--- src/rtl/remote_controller_param.sv ---
// Serial remote-control frame decoder: start sequence, custom code, key and
// inverted key, with validation, repeat counting and an error pulse.
module remote_controller_param #(
    parameter int unsigned             CUSTOM_BITS  = 16,
    parameter int unsigned             KEY_BITS     = 8,
    parameter int unsigned             CHECK_CUSTOM = 1,
    parameter logic [CUSTOM_BITS-1:0]  CUSTOM_ID    = '0,
    parameter int unsigned             MAX_KEY      = 31,
    parameter int unsigned             READY_CYCLES = 3
) (
    input  logic                   clk,
    input  logic                   reset,
    input  logic                   serial,
    output logic                   ready,
    output logic [KEY_BITS-1:0]    remote_key,
    output logic [CUSTOM_BITS-1:0] custom_code,
    output logic                   frame_error,
    output logic [7:0]             repeat_count
);

    localparam int unsigned CNT_W = 32;

    typedef enum logic [2:0] {
        IDLE,
        WAIT_HIGH,
        CUSTOM,
        KEY,
        INV,
        CHECK,
        VALID
    } state_t;

    state_t                 state, state_d;
    logic [CNT_W-1:0]       cnt, cnt_d;
    logic [CUSTOM_BITS-1:0] custom_sr, custom_sr_d;
    logic [KEY_BITS-1:0]    key_sr, key_sr_d;
    logic [KEY_BITS-1:0]    inv_sr, inv_sr_d;
    logic [KEY_BITS-1:0]    last_key, last_key_d;
    logic                   last_valid, last_valid_d;
    logic                   ready_d;
    logic [KEY_BITS-1:0]    remote_key_d;
    logic [CUSTOM_BITS-1:0] custom_code_d;
    logic                   frame_error_d;
    logic [7:0]             repeat_count_d;
    logic                   frame_ok_c;

    // Frame acceptance: complementary key pair, key in range, custom code match if enabled
    always_comb begin
        frame_ok_c = ((key_sr ^ inv_sr) == {KEY_BITS{1'b1}})
                  && (CNT_W'(key_sr) <= CNT_W'(MAX_KEY))
                  && ((CHECK_CUSTOM == 0) || (custom_sr == CUSTOM_ID));
    end

    // Next-state and next-output logic
    always_comb begin
        state_d        = state;
        cnt_d          = cnt;
        custom_sr_d    = custom_sr;
        key_sr_d       = key_sr;
        inv_sr_d       = inv_sr;
        last_key_d     = last_key;
        last_valid_d   = last_valid;
        ready_d        = ready;
        remote_key_d   = remote_key;
        custom_code_d  = custom_code;
        frame_error_d  = 1'b0;
        repeat_count_d = repeat_count;

        case (state)
            IDLE: begin
                cnt_d       = '0;
                custom_sr_d = '0;
                key_sr_d    = '0;
                inv_sr_d    = '0;
                if (!serial) state_d = WAIT_HIGH;
            end
            WAIT_HIGH: begin
                if (serial) state_d = CUSTOM;
            end
            CUSTOM: begin
                custom_sr_d = {custom_sr[CUSTOM_BITS-2:0], serial};
                if (cnt == CNT_W'(CUSTOM_BITS - 1)) begin
                    cnt_d   = '0;
                    state_d = KEY;
                end else begin
                    cnt_d = cnt + CNT_W'(1);
                end
            end
            KEY: begin
                key_sr_d = {key_sr[KEY_BITS-2:0], serial};
                if (cnt == CNT_W'(KEY_BITS - 1)) begin
                    cnt_d   = '0;
                    state_d = INV;
                end else begin
                    cnt_d = cnt + CNT_W'(1);
                end
            end
            INV: begin
                inv_sr_d = {inv_sr[KEY_BITS-2:0], serial};
                if (cnt == CNT_W'(KEY_BITS - 1)) begin
                    cnt_d   = '0;
                    state_d = CHECK;
                end else begin
                    cnt_d = cnt + CNT_W'(1);
                end
            end
            CHECK: begin
                cnt_d = '0;
                if (frame_ok_c) begin
                    state_d       = VALID;
                    ready_d       = 1'b1;
                    remote_key_d  = key_sr;
                    custom_code_d = custom_sr;
                    if (last_valid && (key_sr == last_key)) begin
                        repeat_count_d = (repeat_count == 8'hFF) ? 8'hFF : repeat_count + 8'd1;
                    end else begin
                        repeat_count_d = 8'd0;
                    end
                    last_key_d   = key_sr;
                    last_valid_d = 1'b1;
                end else begin
                    state_d        = IDLE;
                    frame_error_d  = 1'b1;
                    repeat_count_d = 8'd0;
                    last_valid_d   = 1'b0;
                end
            end
            VALID: begin
                if (cnt == CNT_W'(READY_CYCLES - 1)) begin
                    cnt_d        = '0;
                    state_d      = IDLE;
                    ready_d      = 1'b0;
                    remote_key_d = {KEY_BITS{1'b1}};
                end else begin
                    cnt_d = cnt + CNT_W'(1);
                end
            end
            default: state_d = IDLE;
        endcase
    end

    // State, datapath and output registers
    always_ff @(posedge clk) begin
        if (reset) begin
            state        <= IDLE;
            cnt          <= '0;
            custom_sr    <= '0;
            key_sr       <= '0;
            inv_sr       <= '0;
            last_key     <= '0;
            last_valid   <= 1'b0;
            ready        <= 1'b0;
            remote_key   <= {KEY_BITS{1'b1}};
            custom_code  <= '0;
            frame_error  <= 1'b0;
            repeat_count <= 8'd0;
        end else begin
            state        <= state_d;
            cnt          <= cnt_d;
            custom_sr    <= custom_sr_d;
            key_sr       <= key_sr_d;
            inv_sr       <= inv_sr_d;
            last_key     <= last_key_d;
            last_valid   <= last_valid_d;
            ready        <= ready_d;
            remote_key   <= remote_key_d;
            custom_code  <= custom_code_d;
            frame_error  <= frame_error_d;
            repeat_count <= repeat_count_d;
        end
    end

endmodule

--- config.mk ---
export PLATFORM = sky130hd
export DESIGN_NAME = remote_controller_param
export DESIGN_NICKNAME = d
export VERILOG_FILES = /design/src/rtl/remote_controller_param.sv
export SDC_FILE = /design/constraint.sdc
export NUM_CORES = 1
export LEC_CHECK = 0
export ABC_AREA = 1
export CAP_MARGIN = 40
export CORE_MARGIN = 3
export CORE_UTILIZATION = 60
export CTS_CLUSTER_SIZE = 10
export DETAILED_ROUTE_END_ITERATION = 6
export DONT_BUFFER_PORTS = 1
export PLACE_DENSITY_LB_ADDON = 0.1
export SYNTH_ARGS = -nofsm -noshare
export SYNTH_HDL_FRONTEND = slang
export SYNTH_SLANG_ARGS = --single-unit
--- constraint.sdc ---
create_clock -name clk -period 1.89 [get_ports clk]
set_clock_uncertainty 0.05 [all_clocks]
set_input_delay 0.189 -clock clk [delete_from_list [all_inputs] [get_ports clk]]
set_output_delay 0.189 -clock clk [all_outputs]
set_load 0.02 [all_outputs]
==> results of run 1 <==
==> per-stage QoR <==
stage          utilization, %  instance area [µm²]
3_3_place_gp             65.2                 5800
3_5_place_dp             65.2                 5800
2_1_floorplan               -                 5570
5_1_grt                  69.5                 6180
6_report                 69.5                 6180
4_1_cts                  68.3                 6070
==> critical path, delay by kind of cell, from the launching register on <==
kind                     cells  cell delay [ps]
AO/OA/AOI/OAI                2              400
adder cells (fa/ha/maj)      1              170
buffers and inverters        1              200
flip-flops                   1              400
AND/OR/NAND/NOR              5              470
==> worst paths after layout <==
check / start / to / slack [ps] / cells past startpoint
setup / recovery: cnt[0] / cnt[12] / 100 / 9
hold / removal: serial / custom_sr[0] / 50 / 4
setup reg to reg: cnt[0] / cnt[12] / 100 / 9
hold reg to reg: last_key[0] / last_key[0] / 420 / 2
==> cell type report <==
type,count,area (µm²),area share [%]
well taps,108,135,2.19
flip-flops and latches,110,2210,35.8
repair buffers,32,305,4.94
clock inverters,7,113,1.82
clock buffers,9,124,2.00
multi-input cells,602,2860,46.2
inverters,115,434,7.02
==> cells in the mapped netlist, types with 4 or more instances <==
cell type / number / share of area [%]
o21ai_0: 17 / 1.5
nor3_1: 13 / 1.2
a21oi_1: 47 / 4.2
o22ai_1: 18 / 2.0
xor2_1: 4 / 0.63
nor2_4: 5 / 1.0
nand3_1: 88 / 7.9
nand4_1: 7 / 0.79
clkbuf_1: 14 / 0.94
buf_4: 7 / 0.94
o211ai_1: 11 / 1.5
o21ai_1: 4 / 0.36
inv_1: 101 / 6.8
nand2_1: 208 / 14
dfxtp_1: 110 / 40
buf_2: 6 / 0.54
inv_2: 12 / 0.81
nor2_1: 150 / 10
==> power groups by stage <==
stage	Sequential (µW)	Clock (µW)	Combinational [µW]
floorplan	2420	0	1010
global placement	2450	0	1430
detailed placement	2460	0	1450
CTS	2400	1630	1490
global route	2420	1730	1840
finish	2420	1600	1700
==> layer usage <==
layer / vias up / share of wire [%] / GRT usage (%)
met5: - / 0 / 0
met3: 21 / 7.5 / 5.53
li1: 2759 / - / -
met4: 0 / 1.4 / 7.37
met2: 193 / 46 / 42.9
met1: 2467 / 45 / 36.0
==> cells by family (layout without fill, tap and decap cells) <==
kind of cell | after synthesis | in the layout | synth area share [%]
buffers and inverters | 144 | 163 | 10.5
and+or+nand+nor | 483 | 483 | 36.7
adders and majority gates | 3 | 3 | 0.674
DFF | 110 | 110 | 39.5
xor gates and xnor gates | 7 | 7 | 1.10
AOI/OAI and AO/OA | 109 | 109 | 11.5
==> what timing repair did <==
| action | in CTS | in global routing |
|---|---|---|
| endpoints found under the hold margin | 57 | 0 |
| hold buffers | 2 | 0 |
| setup endpoints to repair | 0 | 48 |
| gates resized for setup | 0 | 29 |
==> flip-flops by register name, indices dropped and copies added, names as in the netlist <==
register,flops
custom_sr,16
last_key,8
last_valid,1
frame_error,1
custom_code,16
ready,1
state,3
key_sr,8
repeat_count,8
remote_key,8
cnt,32
inv_sr,8
==> results.txt, run 1 <==
final hold viol count = 0
Slew headroom = 75.1%
worst path cell trace = ha_4 -> nand3_1 -> nor2_1 -> nand2_1 -> o21ai_2 -> nand3_2 -> a21oi_4 -> clkbuf_16 -> nor2_1
DIE HEIGHT = 102 µm
grt ovf = 0
Post-Route WL = 13.5 mm
worst slack at placement = 39.3 ps
DP Wirelength = 9.60 mm
pin count of the biggest net entering global routing = 58
combinational share of power = 29.7%
Synth Cell Area = 5570 µm²
global-route wire length before repair = 22.4 mm
fin nets = 876
Arr. time, crit path = 2030 ps
max_cap viols = 0
cell total after placement = 964
Worst Tran Pin Value = 373 ps
Highest Clock Rate = 558 MHz
CP endpoint kind = flip-flop
Initial DRT Pass Iterations = 5
ANT nets after route = 0
Tot GR Track Use = 26.5%
Distinct cells, synth = 39
Leak Pwr = 0.00243 µW
row count = 34
core region area = 8890 µm²
Cells after Synth = 856
Avg Inst Size Synth = 6.51 µm²
commonest non-fill, non-tap cell in the layout = nand2_1
CTS Root Cell = clkbuf_8
TritonCTS clock tree = done
IO buf count = 0
Non-Filler Instances = 983
Syn Nets = 862
EDFF count, synth = 0
clock network power share = 28.0%
Layout area overhead = 11.0%
vias in the first global route = 4894
# fillers = 780
vias per inst = 5.53
die width = 102 µm
Yosys Warn Count = 0
Post-CTS Setup Repair Bufs = 0
htree depth = 3
type of origin of the critical path = flip-flop
clk_lat worst skew = 380 ps
Critical Path Max Stage Delay = 400 ps
Final Power = 5720 µW
synthesized flop and latch total = 110
Initial Util = 62.7%
critical path type = flip-flop to flip-flop
Reg clk slew, reported paths = 130 ps
slowest cell on the critical path = dfxtp_2
outcome = finished clean
ant diodes = 0
Iteration-0 DRC Markers = 345
sw frac = 35.9%
Sw Pwr = 2050 µW
drt drc = 0
post-layout min period = 1790 ps
most frequent cells in the layout = 206 x nand2_1, 143 x nor2_1, 101 x dfxtp_1
TritonCTS Sinks = 110
Cell Int Power = 3670 µW
cts bufs inserted = 9
Final Hold Slack = 50.1 ps
Die ar. = 10500 µm²
setup violators final = 0
Vias = 5440
Seq/Total Area, Yosys = 39.5%
fin worst setup slack = 98.3 ps
Ports = 37
ratio of cells with drive above 1 in the final layout = 11.7%
CP required = 2130 ps
Post-synth ARST share = 0%
maximum fanout along the worst path = 11
worst hold path type = input port to flip-flop
most used cell along the critical path = nor2_1
post-route clock period utilization = 94.8%
Worst VDD drop = 0.569 mV
initial antenna violation count = 0
GP Congestion = 0.954
ys flop type = dfxtp_1
Max clock buf depth = 2
sequential power share = 42.3%
per-cell routed wire length = 13.7 µm
count of final max-slew check failures = 0
Power Density = 925 nW/µm²
setup TNS = 0 ps
Power figures use the tool's default switching activity.
==> run 2, diff against run 1 <==
- CORE_UTILIZATION: 60 -> 50
==> run 2 against run 1 <==
  * Sequential power about the same
  * First-iteration DRC count grew 6.4%
  * Sequential share of layout area grew 0.44 points
  * Worst hold slack better by 33 ps
  * Final cell count increased by 2.6%
==> results.txt, run 2 (synthesis results as in run 1) <==
Arr. time, crit path = 1970 ps (-60 ps)
CTS Root Cell = clkbuf_8
ratio of cells with drive above 1 in the final layout = 9.97% (-1.7 points)
setup TNS = 0 ps (unchanged)
fin nets = 874 (-0.23%)
Die ar. = 12400 µm² (+19%)
Ports = 37 (unchanged)
setup violators final = 0 (unchanged)
vias in the first global route = 4985 (+1.9%)
post-layout min period = 1740 ps (-48.9 ps)
maximum fanout along the worst path = 4 (-7)
Tot GR Track Use = 21.8% (-4.7 points)
Power Density = 873 nW/µm² (-5.7%)
Setup crit start = cnt[1]
Max clock buf depth = 2 (unchanged)
max reg flops = 32 (unchanged)
commonest non-fill, non-tap cell in the layout = nand2_1
row count = 37 (+8.8%)
Leak Pwr = 0.00239 µW (-1.9%)
ant diodes = 0 (unchanged)
Reg with most FFs = cnt
GP Congestion = 0.882 (-7.5%)
slowest cell on the critical path = dfxtp_1
Initial Util = 52.6% (-10 points)
fin worst setup slack = 147 ps (+48.9 ps)
ANT nets after route = 0 (unchanged)
Reg clk slew, reported paths = 110 ps (-20 ps)
Layout area overhead = 9.30%
cts bufs inserted = 9 (unchanged)
worst path cell trace = buf_4 -> ha_1 -> nand2_1 -> nor2_1 -> nand2_1 -> nor2_1 -> nor2_1 -> nor2_1 -> nand2_1 -> nand2_1 -> a21oi_1
outcome = finished clean
Iteration-0 DRC Markers = 367 (+6.4%)
Vias = 5321 (-2.2%)
Initial DRT Pass Iterations = 7 (+2)
vias per inst = 5.27 (-4.7%)
pin count of the biggest net entering global routing = 58 (unchanged)
top sig layer = met4
global-route wire length before repair = 22.8 mm (+1.8%)
htree depth = 3 (unchanged)
final hold viol count = 0 (unchanged)
per-cell routed wire length = 13.1 µm (-4.7%)
metal2 WL = 5.80 mm (-6.1%)
DIE HEIGHT = 112 µm (+9.0%)
hold_sp = reset
RSZ-0062 raised after global routing = false
Final Hold Slack = 83.5 ps (+33.4 ps)
top flop regs = cnt (32), custom_code (16), custom_sr (16)
post-route clock period utilization = 92.2% (-2.6 points)
clk_lat worst skew = 380 ps (about the same)
met3 wire length = 738 µm (-27%)
drt drc = 0 (unchanged)
TritonCTS clock tree = done
DP Wirelength = 9.41 mm (-1.9%)
Post-Route WL = 13.2 mm (-2.2%)
Slew headroom = 75.4% (+0.36 points)
worst slack at placement = 86.5 ps (+47.3 ps)
die width = 112 µm (+9.0%)
most frequent cells in the layout = 206 x nand2_1, 147 x nor2_1, 106 x dfxtp_1
IO buf count = 0 (unchanged)
Critical Path Max Stage Delay = 390 ps (about the same)
Worst Tran Pin Value = 366 ps (-7.18 ps)
critical path type = flip-flop to flip-flop
grt ovf = 0 (unchanged)
initial antenna violation count = 0 (unchanged)
WL met1 = 6.40 mm (+4.8%)
Post-Route Utilization = 57.4% (-12 points)
TritonCTS Sinks = 110 (unchanged)
CP required = 2120 ps (about the same)
Highest Clock Rate = 574 MHz (+2.8%)
CP endpoint kind = flip-flop
type of origin of the critical path = flip-flop
Worst VDD drop = 0.701 mV (+23%)
worst hold path type = input port to flip-flop
Crit Reg-Reg Startpoint = cnt[1]
count of final max-slew check failures = 0 (unchanged)
max_cap viols = 0 (unchanged)
core region area = 10600 µm² (+19%)
[run 2: cell type report]
type | count | area [µm²]
fill | 1041 | 4510
multi-input combinational | 602 | 2820
sequential | 110 | 2210
inverter | 115 | 434
timing repair buffer | 30 | 273
tap | 136 | 170
clock buffer | 9 | 124
clock inverter | 7 | 65.1
[run 2: stage by stage]
| step | std cells | total power, µW | area [µm²] |
|---|---|---|---|
| CTS | 1007 | 5280 | 6040 |
| floorplan | 856 | 3430 | 5570 |
| detailed placement | 989 | 3860 | 5810 |
| global route | 1009 | 5580 | 6090 |
| global placement | 989 | 3840 | 5810 |
| finish | 1009 | 5320 | 6090 |
[run 2: path summary, 6_finish.rpt]
check / endpoint / slack [ps] / cells after the start
max: state[1] / 150 / 11
min: state[2] / 80 / 2
max reg2reg: state[1] / 150 / 11
min reg2reg: last_key[0] / 420 / 2
[run 2: timing repair]
action | CTS | global route
setup endpoints to repair | 0 | 43
resized for setup | 0 | 16
hold buffers | 2 | 0
setup buffers | 0 | 2
endpoints found under the hold margin | 57 | 0
[run 2: report_power, final]
group | internal [µW] | switching [µW]
logic | 507 | 990
registers | 2360 | 61.3
clock network | 515 | 883
total | 3380 | 1930
[run 2: layer usage]
| metal | up-vias | global-route usage (%) |
|---|---|---|
| met5 | - | 0 |
| met2 | 126 | 33.6 |
| met3 | 18 | 4.40 |
| met1 | 2425 | 30.2 |
| li1 | 2752 | - |
| met4 | 0 | 8.03 |
[run 2: worst max-delay path, delay by kind of cell (launching register included)]
kind | cells | cell delay [ps]
AND/OR/NAND/NOR | 8 | 860
AO/OA/AOI/OAI | 1 | 60
buffers and inverters | 1 | 140
flip-flops | 1 | 390
adder cells (fa/ha/maj) | 1 | 130
==> run 3, diff against run 2 <==
- CORE_ASPECT_RATIO: default -> 1.2
- DONT_BUFFER_PORTS: 1 -> default
- MAX_ROUTING_LAYER: default -> met4
==> run 3 against run 2 <==
  * Core utilization is 3.7 points higher
  * Largest power group unchanged
  * First-iteration DRC count fell by 34%
  * Design area grew 7.7%
  * Worst hold slack improved by 320 ps
  * Register-to-register slack got worse by 30 ps
  * Clock-buffer cell count unchanged
  * Via count grew 3.1%
  * Final cell count is 3.2% higher
  * Highest routed layer unchanged
  * Non-clock buffer count rose by 40
  * Sequential power hardly changed
==> results.txt, run 3 (synthesis results as in run 1) <==
Reg with most FFs = cnt
max_cap viols = 0 (unchanged)
Crit Reg-Reg Startpoint = cnt[26]
r2r setup slk = 120 ps (-30 ps)
Tot GR Track Use = 23.8% (+2.1 points)
final hold viol count = 0 (unchanged)
count of final max-slew check failures = 0 (unchanged)
Slew headroom = 48.0% (-27 points)
most frequent cells in the layout = 205 x nand2_1, 143 x nor2_1, 107 x dfxtp_1
Layout area overhead = 17.7%
CTS Root Cell = clkbuf_16
GP Congestion = 0.915 (+3.7%)
worst hold path type = flip-flop to flip-flop
vias per inst = 5.27 (-0.10%)
Worst Tran Pin Value = 775 ps (+408 ps)
vias in the first global route = 5098 (+2.3%)
Worst VDD drop = 0.521 mV (-26%)
Post-Route Utilization = 61.2% (+3.7 points)
TritonCTS Sinks = 110 (unchanged)
RSZ-0062 raised after global routing = false
DIE HEIGHT = 122 µm (+9.0%)
# fillers = 1000 (-3.9%)
Initial DRT Pass Iterations = 6 (-1)
Initial Util = 52.0% (-0.59 points)
maximum fanout along the worst path = 11 (+7)
CP endpoint kind = flip-flop
sw frac = 33.8% (-2.5 points)
commonest non-fill, non-tap cell in the layout = nand2_1
ANT nets after route = 0 (unchanged)
Arr. time, crit path = 1960 ps (about the same)
IO buf count = 36 (+36)
top flop regs = cnt (32), custom_code (16), custom_sr (16)
Vias = 5484 (+3.1%)
htree depth = 3 (unchanged)
Reg clk slew, reported paths = 70 ps (-40 ps)
die width = 102 µm (-8.2%)
Cell Int Power = 3810 µW (+13%)
fin nets = 914 (+4.6%)
combinational share of power = 28.2% (about the same)
drt drc = 0 (unchanged)
setup violators final = 0 (unchanged)
post-route clock period utilization = 93.8% (+1.6 points)
Post-Route WL = 13.9 mm (+5.5%)
Final Hold Slack = 405 ps (+322 ps)
max reg flops = 32 (unchanged)
grt ovf = 0 (unchanged)
initial antenna violation count = 0 (unchanged)
Power Density = 878 nW/µm² (+0.63%)
outcome = finished clean
Max clock buf depth = 2 (unchanged)
Leak Pwr = 0.00257 µW (+7.8%)
R2R depth = 9 (-2)
ant diodes = 0 (unchanged)
cts bufs inserted = 9 (unchanged)
Sw Pwr = 1950 µW (+0.82%)
clock network power share = 30.2% (+3.9 points)
fin worst setup slack = 117 ps (-30.6 ps)
Highest Clock Rate = 564 MHz (-1.7%)
Iteration-0 DRC Markers = 244 (-34%)
core region area = 10700 µm² (+1.1%)
pin count of the biggest net entering global routing = 58 (unchanged)
per-cell routed wire length = 13.4 µm (+2.3%)
worst slack at placement = 26.2 ps (-60.3 ps)
post-layout min period = 1770 ps (+30.6 ps)
TritonCTS clock tree = done
Die ar. = 12500 µm² (about the same)
global-route wire length before repair = 23.0 mm (+1.0%)
ratio of cells with drive above 1 in the final layout = 11.1% (+1.1 points)
setup TNS = 0 ps (unchanged)
DP Wirelength = 10.3 mm (+9.7%)
capture point of the worst path = cnt[14]
clk_lat worst skew = 340 ps (-40 ps)
critical path type = flip-flop to flip-flop
Ports = 37 (unchanged)
sequential power share = 41.6% (-3.9 points)
row count = 41 (+11%)
FF-to-FF End = cnt[14]
type of origin of the critical path = flip-flop
CP required = 2070 ps (-50 ps)
Final Power = 5760 µW (+8.4%)
Setup crit start = cnt[26]
-- run 3: how the worst min path moves through the flow --
| stage | start | endpoint | slack (ps) | depth (start not counted) |
|---|---|---|---|---|
| after floorplan | serial | key_sr[0] | 290 | 2 |
| after global placement | custom_code[12] | custom_code[12] | 390 | 2 |
| after detailed placement | custom_code[1] | custom_code[1] | 400 | 2 |
| after CTS | custom_code[15] | custom_code[15] | 410 | 2 |
| after global routing | custom_code[13] | custom_code[13] | 430 | 2 |
| final | custom_code[3] | custom_code[3] | 410 | 2 |
-- run 3: repair_timing --
item,4_1_cts,5_1_grt
hold buffers,0,0
buffers inserted,0,1
endpoints found under the setup margin,0,42
resized for setup,0,28
hold endpoints to repair,0,0
-- run 3: cell type report --
cell class / instances / area (µm²) / share of cell area (%)
clock buffer: 9 / 225 / 3.43
clock inverter: 6 / 37.5 / 0.572
inverter: 115 / 433 / 6.60
multi-input combinational: 602 / 2860 / 43.7
sequential: 110 / 2210 / 33.6
tap: 129 / 161 / 2.46
timing repair buffer: 70 / 631 / 9.62
-- run 3: power groups by stage --
stage / clock network, µW / registers, µW / logic (µW)
2_1_floorplan: 0 / 2420 / 1010
4_1_cts: 1790 / 2390 / 1450
6_report: 1740 / 2400 / 1620
5_1_grt: 1890 / 2400 / 1760
3_5_place_dp: 0 / 2440 / 1440
3_3_place_gp: 0 / 2440 / 1440
-- run 3: per-stage QoR --
step	area [µm²]	std cells
global route	6560	1041
CTS	6450	1039
floorplan	5570	856
global placement	6190	1024
finish	6560	1041
detailed placement	6190	1024
-- run 3: critical path: stages (launching register included) --
cell	delay (ps)
dfxtp_1	380
nor2_1	140
nand2_1	60
nor2_1	140
nand2_2	140
o21ai_2	150
nand3_2	130
a21oi_4	230
buf_6	180
nor2_1	50
-- run 3: layer usage --
metal / GRT usage, % / routed length [µm]
met5: - / 0
met1: 26.0 / 5630
met3: 3.55 / 443
met2: 42.2 / 7310
met4: 11.2 / 524
